### config.mk
export PLATFORM = sky130hd
export DESIGN_NAME = mem_port_arbiter_flat
export DESIGN_NICKNAME = d
export VERILOG_FILES = /design/src/rtl/mem_port_arbiter_if.sv /design/src/rtl/mem_port_arbiter.sv /design/src/flat_wrapper.sv
export SDC_FILE = /design/constraint.sdc
export NUM_CORES = 1
export LEC_CHECK = 0
export CAP_MARGIN = 20
export CELL_PAD_IN_SITES_DETAIL_PLACEMENT = 0
export CELL_PAD_IN_SITES_GLOBAL_PLACEMENT = 1
export CORE_AREA = 2 2 190 192
export DETAILED_ROUTE_END_ITERATION = 16
export DIE_AREA = 0 0 192 194
export PLACE_DENSITY = 0.87
export SYNTH_ARGS = -nofsm -noshare
export SYNTH_HDL_FRONTEND = slang
export SYNTH_SLANG_ARGS = --single-unit
export TNS_END_PERCENT = 100
### constraint.sdc
create_clock -name CLK -period 2.97 [get_ports CLK]
set_input_delay 0.4455 -clock CLK [delete_from_list [all_inputs] [get_ports CLK]]
set_output_delay 0.4455 -clock CLK [all_outputs]
set_load 0.005 [all_outputs]
### src/rtl/mem_port_arbiter_if.sv
// Request/response bundle shared by the IF port, the MEM port, the backing
// memory and the per-stage stall lines of mem_port_arbiter.
// slave  : the arbiter's view (drives completions, memory request, stalls)
// master : the environment's view (requesters and backing memory)
interface mem_port_arbiter_if #(
  parameter int ADDR_W = 64,
  parameter int DATA_W = 64
);
  // instruction fetch port
  logic              if_req;
  logic [ADDR_W-1:0] if_addr;
  logic [31:0]       if_rdata;
  logic              if_ready;
  // data (LDUR/STUR) port
  logic              d_req;
  logic              d_we;
  logic [ADDR_W-1:0] d_addr;
  logic [DATA_W-1:0] d_wdata;
  logic [DATA_W-1:0] d_rdata;
  logic              d_ready;
  // backing memory
  logic              mem_req;
  logic              mem_we;
  logic [ADDR_W-1:0] mem_addr;
  logic [DATA_W-1:0] mem_wdata;
  logic              mem_ack;
  logic [DATA_W-1:0] mem_rdata;
  // hazard-unit stall lines
  logic              stall_if;
  logic              stall_mem;

  modport slave (
    input  if_req, if_addr, d_req, d_we, d_addr, d_wdata, mem_ack, mem_rdata,
    output if_rdata, if_ready, d_rdata, d_ready,
           mem_req, mem_we, mem_addr, mem_wdata, stall_if, stall_mem
  );

  modport master (
    output if_req, if_addr, d_req, d_we, d_addr, d_wdata, mem_ack, mem_rdata,
    input  if_rdata, if_ready, d_rdata, d_ready,
           mem_req, mem_we, mem_addr, mem_wdata, stall_if, stall_mem
  );
endinterface

### src/rtl/mem_port_arbiter.sv
// mem_port_arbiter: shares one single-ported, variable-latency memory
// between instruction fetch and the MEM stage. Each access runs
// IDLE -> GNT_D|GNT_I -> DONE -> IDLE; data wins simultaneous requests
// unless fetch has already waited MAX_WAIT data grants.
// Optional build macro ARB_PERF_CNT_EN adds grant / wait-cycle counters.
module mem_port_arbiter #(
  parameter int ADDR_W   = 64,
  parameter int DATA_W   = 64,
  parameter int MAX_WAIT = 4
) (
  input  logic                CLK,
  input  logic                resetl,
  mem_port_arbiter_if.slave   bus
`ifdef ARB_PERF_CNT_EN
  ,
  output logic [31:0]         perf_if_grants,
  output logic [31:0]         perf_d_grants,
  output logic [31:0]         perf_wait_cycles
`endif
);

  typedef enum logic [1:0] {
    IDLE  = 2'd0,
    GNT_D = 2'd1,
    GNT_I = 2'd2,
    DONE  = 2'd3
  } state_t;

  localparam logic [7:0] MAX_W8 = 8'(MAX_WAIT);

  state_t            state;
  state_t            state_n;
  logic              grant_d;
  logic              grant_i;
  logic [7:0]        starve_cnt;
  logic              fetch_hi;
  logic              mem_we_q;
  logic [ADDR_W-1:0] mem_addr_q;
  logic [DATA_W-1:0] mem_wdata_q;
  logic              if_ready_q;
  logic              d_ready_q;
  logic [31:0]       if_rdata_q;
  logic [DATA_W-1:0] d_rdata_q;
  logic              unused_addr_bits;

  // byte-lane bits below the word select never affect a fetch
  assign unused_addr_bits = ^bus.if_addr[1:0];

  // state register
  always_ff @(posedge CLK) begin
    if (resetl) state <= IDLE;
    else        state <= state_n;
  end

  // next-state and grant decode; requests are only sampled in IDLE
  always_comb begin
    state_n = state;
    grant_d = 1'b0;
    grant_i = 1'b0;
    case (state)
      IDLE: begin
        if (bus.d_req && !(bus.if_req && (starve_cnt == MAX_W8))) begin
          state_n = GNT_D;
          grant_d = 1'b1;
        end else if (bus.if_req) begin
          state_n = GNT_I;
          grant_i = 1'b1;
        end
      end
      GNT_D, GNT_I: begin
        if (bus.mem_ack) state_n = DONE;
      end
      DONE:    state_n = IDLE;
      default: state_n = IDLE;
    endcase
  end

  // request registers latched at grant, completion pulse and read data on ack,
  // and the fetch starvation counter
  always_ff @(posedge CLK) begin
    if (resetl) begin
      mem_we_q    <= 1'b0;
      mem_addr_q  <= '0;
      mem_wdata_q <= '0;
      fetch_hi    <= 1'b0;
      if_ready_q  <= 1'b0;
      d_ready_q   <= 1'b0;
      if_rdata_q  <= '0;
      d_rdata_q   <= '0;
      starve_cnt  <= '0;
    end else begin
      if_ready_q <= 1'b0;
      d_ready_q  <= 1'b0;

      if (grant_d) begin
        mem_we_q    <= bus.d_we;
        mem_addr_q  <= bus.d_addr;
        mem_wdata_q <= bus.d_wdata;
      end else if (grant_i) begin
        mem_we_q    <= 1'b0;
        mem_addr_q  <= {bus.if_addr[ADDR_W-1:3], 3'b000};
        mem_wdata_q <= '0;
        fetch_hi    <= bus.if_addr[2];
      end

      if (state == GNT_I && bus.mem_ack) begin
        if_ready_q <= 1'b1;
        if_rdata_q <= fetch_hi ? bus.mem_rdata[63:32] : bus.mem_rdata[31:0];
      end
      if (state == GNT_D && bus.mem_ack) begin
        d_ready_q <= 1'b1;
        d_rdata_q <= bus.mem_rdata;
      end

      // a data grant with fetch waiting is only possible below MAX_WAIT,
      // so the increment saturates without an explicit limit check
      if (grant_d && bus.if_req)
        starve_cnt <= starve_cnt + 8'd1;
      else if (state == IDLE)
        starve_cnt <= '0;
    end
  end

  assign bus.mem_req   = (state == GNT_D) || (state == GNT_I);
  assign bus.mem_we    = mem_we_q;
  assign bus.mem_addr  = mem_addr_q;
  assign bus.mem_wdata = mem_wdata_q;
  assign bus.if_ready  = if_ready_q;
  assign bus.if_rdata  = if_rdata_q;
  assign bus.d_ready   = d_ready_q;
  assign bus.d_rdata   = d_rdata_q;
  assign bus.stall_if  = bus.if_req & ~if_ready_q;
  assign bus.stall_mem = bus.d_req & ~d_ready_q;

`ifdef ARB_PERF_CNT_EN
  // grant and wait-cycle counters, free-running with natural 32-bit wrap
  always_ff @(posedge CLK) begin
    if (resetl) begin
      perf_if_grants   <= '0;
      perf_d_grants    <= '0;
      perf_wait_cycles <= '0;
    end else begin
      if (grant_i) perf_if_grants <= perf_if_grants + 32'd1;
      if (grant_d) perf_d_grants  <= perf_d_grants + 32'd1;
      if (bus.stall_if || bus.stall_mem)
        perf_wait_cycles <= perf_wait_cycles + 32'd1;
    end
  end
`endif

endmodule
### src/flat_wrapper.sv
// flat-port wrapper written by rule: the top's interface ports become plain ports
module mem_port_arbiter_flat 
#(
  parameter int ADDR_W   = 64,
  parameter int DATA_W   = 64,
  parameter int MAX_WAIT = 4
)
  (CLK, resetl, bus_if_req, bus_if_addr, bus_d_req, bus_d_we, bus_d_addr, bus_d_wdata, bus_mem_ack, bus_mem_rdata, bus_if_rdata, bus_if_ready, bus_d_rdata, bus_d_ready, bus_mem_req, bus_mem_we, bus_mem_addr, bus_mem_wdata, bus_stall_if, bus_stall_mem);
  mem_port_arbiter_if #(.ADDR_W(ADDR_W), .DATA_W(DATA_W)) bus_i ();
  input  logic CLK;
  input  logic resetl;
  input wire logic [$bits(bus_i.if_req)-1:0] bus_if_req;
  input wire logic [$bits(bus_i.if_addr)-1:0] bus_if_addr;
  input wire logic [$bits(bus_i.d_req)-1:0] bus_d_req;
  input wire logic [$bits(bus_i.d_we)-1:0] bus_d_we;
  input wire logic [$bits(bus_i.d_addr)-1:0] bus_d_addr;
  input wire logic [$bits(bus_i.d_wdata)-1:0] bus_d_wdata;
  input wire logic [$bits(bus_i.mem_ack)-1:0] bus_mem_ack;
  input wire logic [$bits(bus_i.mem_rdata)-1:0] bus_mem_rdata;
  output wire logic [$bits(bus_i.if_rdata)-1:0] bus_if_rdata;
  output wire logic [$bits(bus_i.if_ready)-1:0] bus_if_ready;
  output wire logic [$bits(bus_i.d_rdata)-1:0] bus_d_rdata;
  output wire logic [$bits(bus_i.d_ready)-1:0] bus_d_ready;
  output wire logic [$bits(bus_i.mem_req)-1:0] bus_mem_req;
  output wire logic [$bits(bus_i.mem_we)-1:0] bus_mem_we;
  output wire logic [$bits(bus_i.mem_addr)-1:0] bus_mem_addr;
  output wire logic [$bits(bus_i.mem_wdata)-1:0] bus_mem_wdata;
  output wire logic [$bits(bus_i.stall_if)-1:0] bus_stall_if;
  output wire logic [$bits(bus_i.stall_mem)-1:0] bus_stall_mem;
  assign bus_i.if_req = bus_if_req;
  assign bus_i.if_addr = bus_if_addr;
  assign bus_i.d_req = bus_d_req;
  assign bus_i.d_we = bus_d_we;
  assign bus_i.d_addr = bus_d_addr;
  assign bus_i.d_wdata = bus_d_wdata;
  assign bus_i.mem_ack = bus_mem_ack;
  assign bus_i.mem_rdata = bus_mem_rdata;
  assign bus_if_rdata = bus_i.if_rdata;
  assign bus_if_ready = bus_i.if_ready;
  assign bus_d_rdata = bus_i.d_rdata;
  assign bus_d_ready = bus_i.d_ready;
  assign bus_mem_req = bus_i.mem_req;
  assign bus_mem_we = bus_i.mem_we;
  assign bus_mem_addr = bus_i.mem_addr;
  assign bus_mem_wdata = bus_i.mem_wdata;
  assign bus_stall_if = bus_i.stall_if;
  assign bus_stall_mem = bus_i.stall_mem;
  mem_port_arbiter #(.ADDR_W(ADDR_W), .DATA_W(DATA_W), .MAX_WAIT(MAX_WAIT)) u_core (.CLK(CLK), .resetl(resetl), .bus(bus_i));
endmodule
==> metrics.cfg, run 1 <==
[setup_path]
worstPathRequired_ns = 2.52
slowest_delay_ns = 0.52
crit_chain = inv_1 > ha_4 > clkdlybuf4s50_1
worstSetupPathDepth = 3
critPathBufInv = 2
critPathKind = flip-flop to primary output
r2r_cells = 6
cp_max_fo = 4
setup.worst_path.start = u_core.state[0]
regToRegSetupSlack_ns = 0.89
cp_slowest_cell = clkdlybuf4s50_1
setup.worst_path.end = bus_mem_req
timing.rr.end = u_core.bus.mem_addr[8]
cp_data_arrival_time_ns = 1.79
startpoint_type = flip-flop
critPathCaptureType = primary output
reg2reg_from = u_core.starve_cnt[0]
critical_path.top_delay_family = buffers and inverters

[cts]
worstSkewPairLatency_ns = 0.54
cts_buffers = 28
cts_sinks = 238
cts.clk_slew.worst_paths_ns = 0.06
cts_root_buffer = clkbuf_16
cts_tree = done
ctsLongestPathBuffers = 3
ctsResizeCount = 0
cts_hold_buf = 0
htree_levels = 1
post_cts_buffers = 0

[placed_design]
place_ws_ns = 0.737
numPortBuffers = 489
gp_routability_congestion = 0.802
hpwl_mm = 24.9
placed_area_um2 = 15800
dp.cells = 2071

[floorplanning]
ioPinCount = 492
rows = 69
initial_core_util_pct = 29.9
die_h_um = 194
die_x_um = 192
coreArea_um2 = 35200
die_area_um2 = 37200

[yosys]
synth_edf_count = 0
synth_top_area_cell = dfxtp_1
postSynth.asyncResetShare_pct = 0
syn_area_per_cell_um2 = 8.63
synthCells = 1220
synth_top_cell_area_share_pct = 45.3
synth_area_um2 = 10500
synthTopCellsByArea = dfxtp_1 45%, mux2i_1 15%, nand2_1 9.3%
synthFlopType = dfxtp_1
ys_ff_latch = 238
syn-num-nets = 1488
yosysSeqAreaShare_pct = 45.3
yosys_warnings = 0
synthTopCellsByCount = 262 x nand2_1, 238 x dfxtp_1, 161 x mux2i_1, 93 x clkbuf_1, 69 x nand3_1
post_synth_num_cell_types = 38
yosysMostFrequentCell = nand2_1

[finish]
final_util_pct = 47.5
finalNonFillerCells = 2121
area_delta_synth_final_pct = 58.9
seq_area_um2 = 4770
drive_gt1_share_pct = 4.58
final_area_um2 = 16700
multi_input_area_um2 = 5230
fin_nets = 1908
nFillCells = 3397

[timing]
fin_crit_sh_pct = 75.4
fin_crit_ns = 2.24
setup_violations = 0
slew_violations = 0
finalSetupTns_ns = 0
rsz0062_at_grt = false
clock.fmax_ghz = 0.446
tightest_slew_ns = 0.783
hold_viol_final = 0
fin_ws_ns = 0.730
holdWs_ns = 0.350
skew_ns = 0.0151
max-slew-margin-rel_pct = 47.8

[routing]
wl_per_cell_um = 16.8
drc = 0
viasPerCell = 4.80
ant_nets = 0
wl_mm = 35.7
drtIter0Drc = 335
vias = 10181
drt_first_pass_iters = 4

[global_route]
grt_pass1_wl_mm = 54.6
antenna_found_initial = 3
grt-ovfl-total = 0
grt_max_degree = 126
first_global_vias = 9919
grtUsageTotal_pct = 18.1

[job]
drv_cap = 0

[pwr]
total_power_mw = 11.9
p_leak_nw = 6.20
ir_drop_uv = 493
pwr_density_cell_nw_per_um2 = 713

[min_path]
hold_path.class = primary input to flip-flop
min-delay-start = resetl

[run_status]
status = finished, final reports clean

==> metal layers <==
layer / track usage [%] / share of wire, %
met1: 21.2 / 40
met4: 4.35 / 2.0
met3: 5.95 / 9.4
met5: 0 / 0.036
met2: 31.6 / 49
==> flip-flops by register name, indices dropped and copies added (netlist names) <==
register / cells
u_core.bus.d_rdata: 64
u_core.bus.mem_addr: 64
u_core.bus.mem_wdata: 64
u_core.bus.if_rdata: 32
u_core.starve_cnt: 8
u_core.state: 2
u_core.bus.d_ready: 1
u_core.bus.if_ready: 1
u_core.bus.mem_we: 1
u_core.fetch_hi: 1
==> power breakdown <==
part	total [mW]	internal, mW	leakage (nW)	switching, mW
registers	4.09	3.78	1.95	0.313
clock network	3.61	2.24	0.466	1.37
logic	4.23	2.24	3.79	1.99
==> cells in the final DEF, fill, tap and decap left out, types with 2 or more instances in the layout <==
cell             Yosys  routed
nor2_1              34      34
nand4_1              5       5
and2_2               0       2
inv_6                0       2
nand2_1            262     260
o2111ai_1            2       2
mux2i_1            161     161
a221oi_1             4       4
a211oi_1            36      36
nor2b_1              4       4
a21oi_1             65      65
dfxtp_1            238     237
nand3_1             69      69
o21ai_0             64      64
clkbuf_16            0      29
ha_1                 6       5
bufinv_16            0       4
and3_1              61      61
xor2_1               3       3
buf_4                0      11
or3_1                3       3
buf_12               0      10
clkbuf_1            93       3
a21boi_0            61      61
clkdlybuf4s50_1      0     487
clkinvlp_4           0       4
o211ai_1             2       2
clkinv_2             0       2
clkbuf_8             0       5
diode_2              0       2
inv_1                4       4
nand2_2              0       2
nand2b_1             2       2
==> worst min path at each step <==
| stage | end | slack [ns] | cells after the start |
|---|---|---|---|
| 2_1_floorplan | u_core.bus.d_rdata[0] | 0.45 | 2 |
| 3_3_place_gp | u_core.bus.d_rdata[39] | 0.44 | 2 |
| 3_5_place_dp | u_core.bus.d_rdata[6] | 0.45 | 2 |
| 4_1_cts | u_core.bus.d_rdata[42] | 0.31 | 2 |
| 5_1_grt | u_core.bus.d_rdata[33] | 0.35 | 2 |
| 6_report | u_core.bus.d_rdata[6] | 0.35 | 2 |
==> cell families after synthesis <==
kind of cell / Yosys count / share of synthesized area, %
XOR/XNOR: 4 / 0.333
AO/OA/AOI/OAI: 236 / 13.9
adder cells (fa/ha/maj): 6 / 0.713
buffers and inverters: 123 / 5.36
flip-flops: 238 / 45.3
multiplexers: 161 / 15.3
AND/OR/NAND/NOR: 452 / 19.2
==> final cells by class <==
| cell class | count | share of cell area (%) |
|---|---|---|
| Inverter | 5 | 0.142 |
| Timing Repair Buffer | 508 | 30.8 |
| Antenna cell | 2 | 0.0299 |
| Multi-Input combinational cell | 859 | 31.2 |
| Tap cell | 461 | 3.45 |
| Sequential cell | 238 | 28.5 |
| Clock inverter | 11 | 1.01 |
| Clock buffer | 37 | 4.82 |
Note: power is estimated with default switching activity, not from simulation.
==> inputs of run 2 (changes only) <==
--- a/config.mk
+++ b/config.mk
@@ -8,10 +8,11 @@
 export CAP_MARGIN = 20
 export CELL_PAD_IN_SITES_DETAIL_PLACEMENT = 0
 export CELL_PAD_IN_SITES_GLOBAL_PLACEMENT = 1
-export CORE_AREA = 2 2 190 192
+export CORE_ASPECT_RATIO = 0.9
+export CORE_MARGIN = 1.5
+export CORE_UTILIZATION = 29
 export DETAILED_ROUTE_END_ITERATION = 16
-export DIE_AREA = 0 0 192 194
-export PLACE_DENSITY = 0.87
+export PLACE_DENSITY = 0.85
 export SYNTH_ARGS = -nofsm -noshare
 export SYNTH_HDL_FRONTEND = slang
 export SYNTH_SLANG_ARGS = --single-unit
==> constraint.sdc (replaced) <==
create_clock -name CLK -period 2.3 [get_ports CLK]
set_input_delay 0.345 -clock CLK [delete_from_list [all_inputs] [get_ports CLK]]
set_output_delay 0.345 -clock CLK [all_outputs]
set_load 0.005 [all_outputs]
==> metrics.cfg, run 2 (synthesized netlist as in run 1, its figures left out) <==
[floorplanning]
die_x_um = 204  ; +6.2%
die_area_um2 = 37500  ; +0.57%
ioPinCount = 492  ; unchanged
initial_core_util_pct = 29.3  ; -0.58 points
coreArea_um2 = 35900  ; +2.0%
die_h_um = 184  ; -5.3%
rows = 66  ; -4.3%

[finish]
drive_gt1_share_pct = 5.27  ; +0.68 points
finalNonFillerCells = 2149  ; +1.3%
area_delta_synth_final_pct = 60.4
final_common_cell = clkdlybuf4s50_1
fin_nets = 1917  ; +0.47%
final_cell_mix = 487 x clkdlybuf4s50_1, 260 x nand2_1, 237 x dfxtp_1
nFillCells = 3457  ; +1.8%

[routing]
vias = 10292  ; +1.1%
drc = 0  ; unchanged
viasPerCell = 4.79  ; -0.23%
drtIter0Drc = 408  ; +22%
wl_mm = 36.5  ; +2.4%
wl_per_cell_um = 17.0  ; +1.0%
ant_nets = 0  ; unchanged
drt_first_pass_iters = 5  ; +1

[timing]
skew_ns = 0.00899  ; -0.00613 ns
finalSetupTns_ns = 0  ; unchanged
setup_violations = 0  ; unchanged
max-slew-margin-rel_pct = 59.0  ; +11 points
rsz0062_at_grt = false
hold_viol_final = 0  ; unchanged
fin_crit_ns = 2.21
clock.fmax_ghz = 0.452
slew_violations = 0  ; unchanged
fin_crit_sh_pct = 96.2
fin_ws_ns = 0.0881  ; -0.642 ns
tightest_slew_ns = 0.616  ; -0.167 ns

[global_route]
grt_pass1_wl_mm = 54.5  ; about the same
grt_max_degree = 121  ; -4.0%
antenna_found_initial = 2  ; -1
grt-ovfl-total = 0  ; unchanged
grtUsageTotal_pct = 18.2  ; +0.11 points
first_global_vias = 9731  ; -1.9%

[setup_path]
critPathKind = flip-flop to primary output
cp_max_fo = 4  ; unchanged
startpoint_type = flip-flop
critPathCaptureType = primary output
cp_data_arrival_time_ns = 1.87  ; +0.08 ns
worstPathRequired_ns = 1.96  ; -0.56 ns

[pwr]
pwr_density_cell_nw_per_um2 = 935  ; +31%
total_power_mw = 15.8  ; +32%
p_leak_nw = 6.29  ; +1.5%
ir_drop_uv = 539  ; +9.3%

[run_status]
status = finished, final reports clean

[cts]
ctsLongestPathBuffers = 3  ; unchanged
worstSkewPairLatency_ns = 0.55  ; about the same
cts_tree = done
post_cts_buffers = 0  ; unchanged
cts_hold_buf = 0  ; unchanged
htree_levels = 1  ; unchanged
cts.clk_slew.worst_paths_ns = 0.06  ; about the same
ctsResizeCount = 0  ; unchanged
cts_buffers = 29  ; +3.6%
cts_root_buffer = clkbuf_16
cts_sinks = 238  ; unchanged

[placed_design]
gp_routability_congestion = 0.789  ; -1.7%
place_ws_ns = 0.284  ; -0.453 ns
dp.cells = 2094  ; +1.1%
numPortBuffers = 489  ; unchanged
hpwl_mm = 25.6  ; +2.9%

[min_path]
hold_path.class = primary input to flip-flop

[job]
drv_cap = 0  ; unchanged

-- run 2: through the flow --
stage / area (um^2) / utilization, % / hold WS, ns
detailed placement: 15800 / 44.1 / 0.446
CTS: 16900 / 47.0 / 0.142
global placement: 15800 / 44.1 / 0.441
global route: 16900 / 47.0 / 0.176
floorplan: 10500 / - / 0.453
finish: 16900 / 47.0 / 0.172
-- run 2: final timing paths --
kind                                        startpoint                       to  slack (ns)  depth (start not counted)
worst max-delay path                   u_core.state[1]              bus_mem_req        0.09                          3
worst min-delay path                            resetl          u_core.fetch_hi        0.17                          3
worst max register to register    u_core.starve_cnt[0]  u_core.bus.mem_wdata[8]        0.27                          6
worst min register to register  u_core.bus.d_rdata[40]   u_core.bus.d_rdata[40]        0.45                          2
-- run 2: where the power goes --
part	switching (mW)	internal [mW]
combinational	2.63	2.94
clock	1.85	3.12
sequential	0.375	4.87
total	4.86	10.9
-- run 2: worst max-delay path, cell delays in order, from the launching register on --
cell             delay, ns
dfxtp_1               0.36
inv_1                 0.12
ha_4                  0.30
clkdlybuf4s50_1       0.54
-- run 2: per-layer routing --
layer	vias to the layer above	global-route usage, %	share of wire [%]
li1	5071	-	-
met1	4819	21.7	40
met2	345	31.0	48
met3	57	5.55	8.1
met4	0	5.99	3.0
met5	-	0	0
-- run 2: layout make-up --
type / count / area, um^2 / share of cell area, %
Clock buffer: 41 / 851 / 5.04
Clock inverter: 12 / 194 / 1.15
Multi-Input combinational cell: 859 / 5230 / 30.9
Tap cell: 476 / 596 / 3.53
Inverter: 5 / 23.8 / 0.141
Sequential cell: 238 / 4770 / 28.2
Timing Repair Buffer: 516 / 5230 / 31.0
Antenna cell: 2 / 5.00 / 0.0296
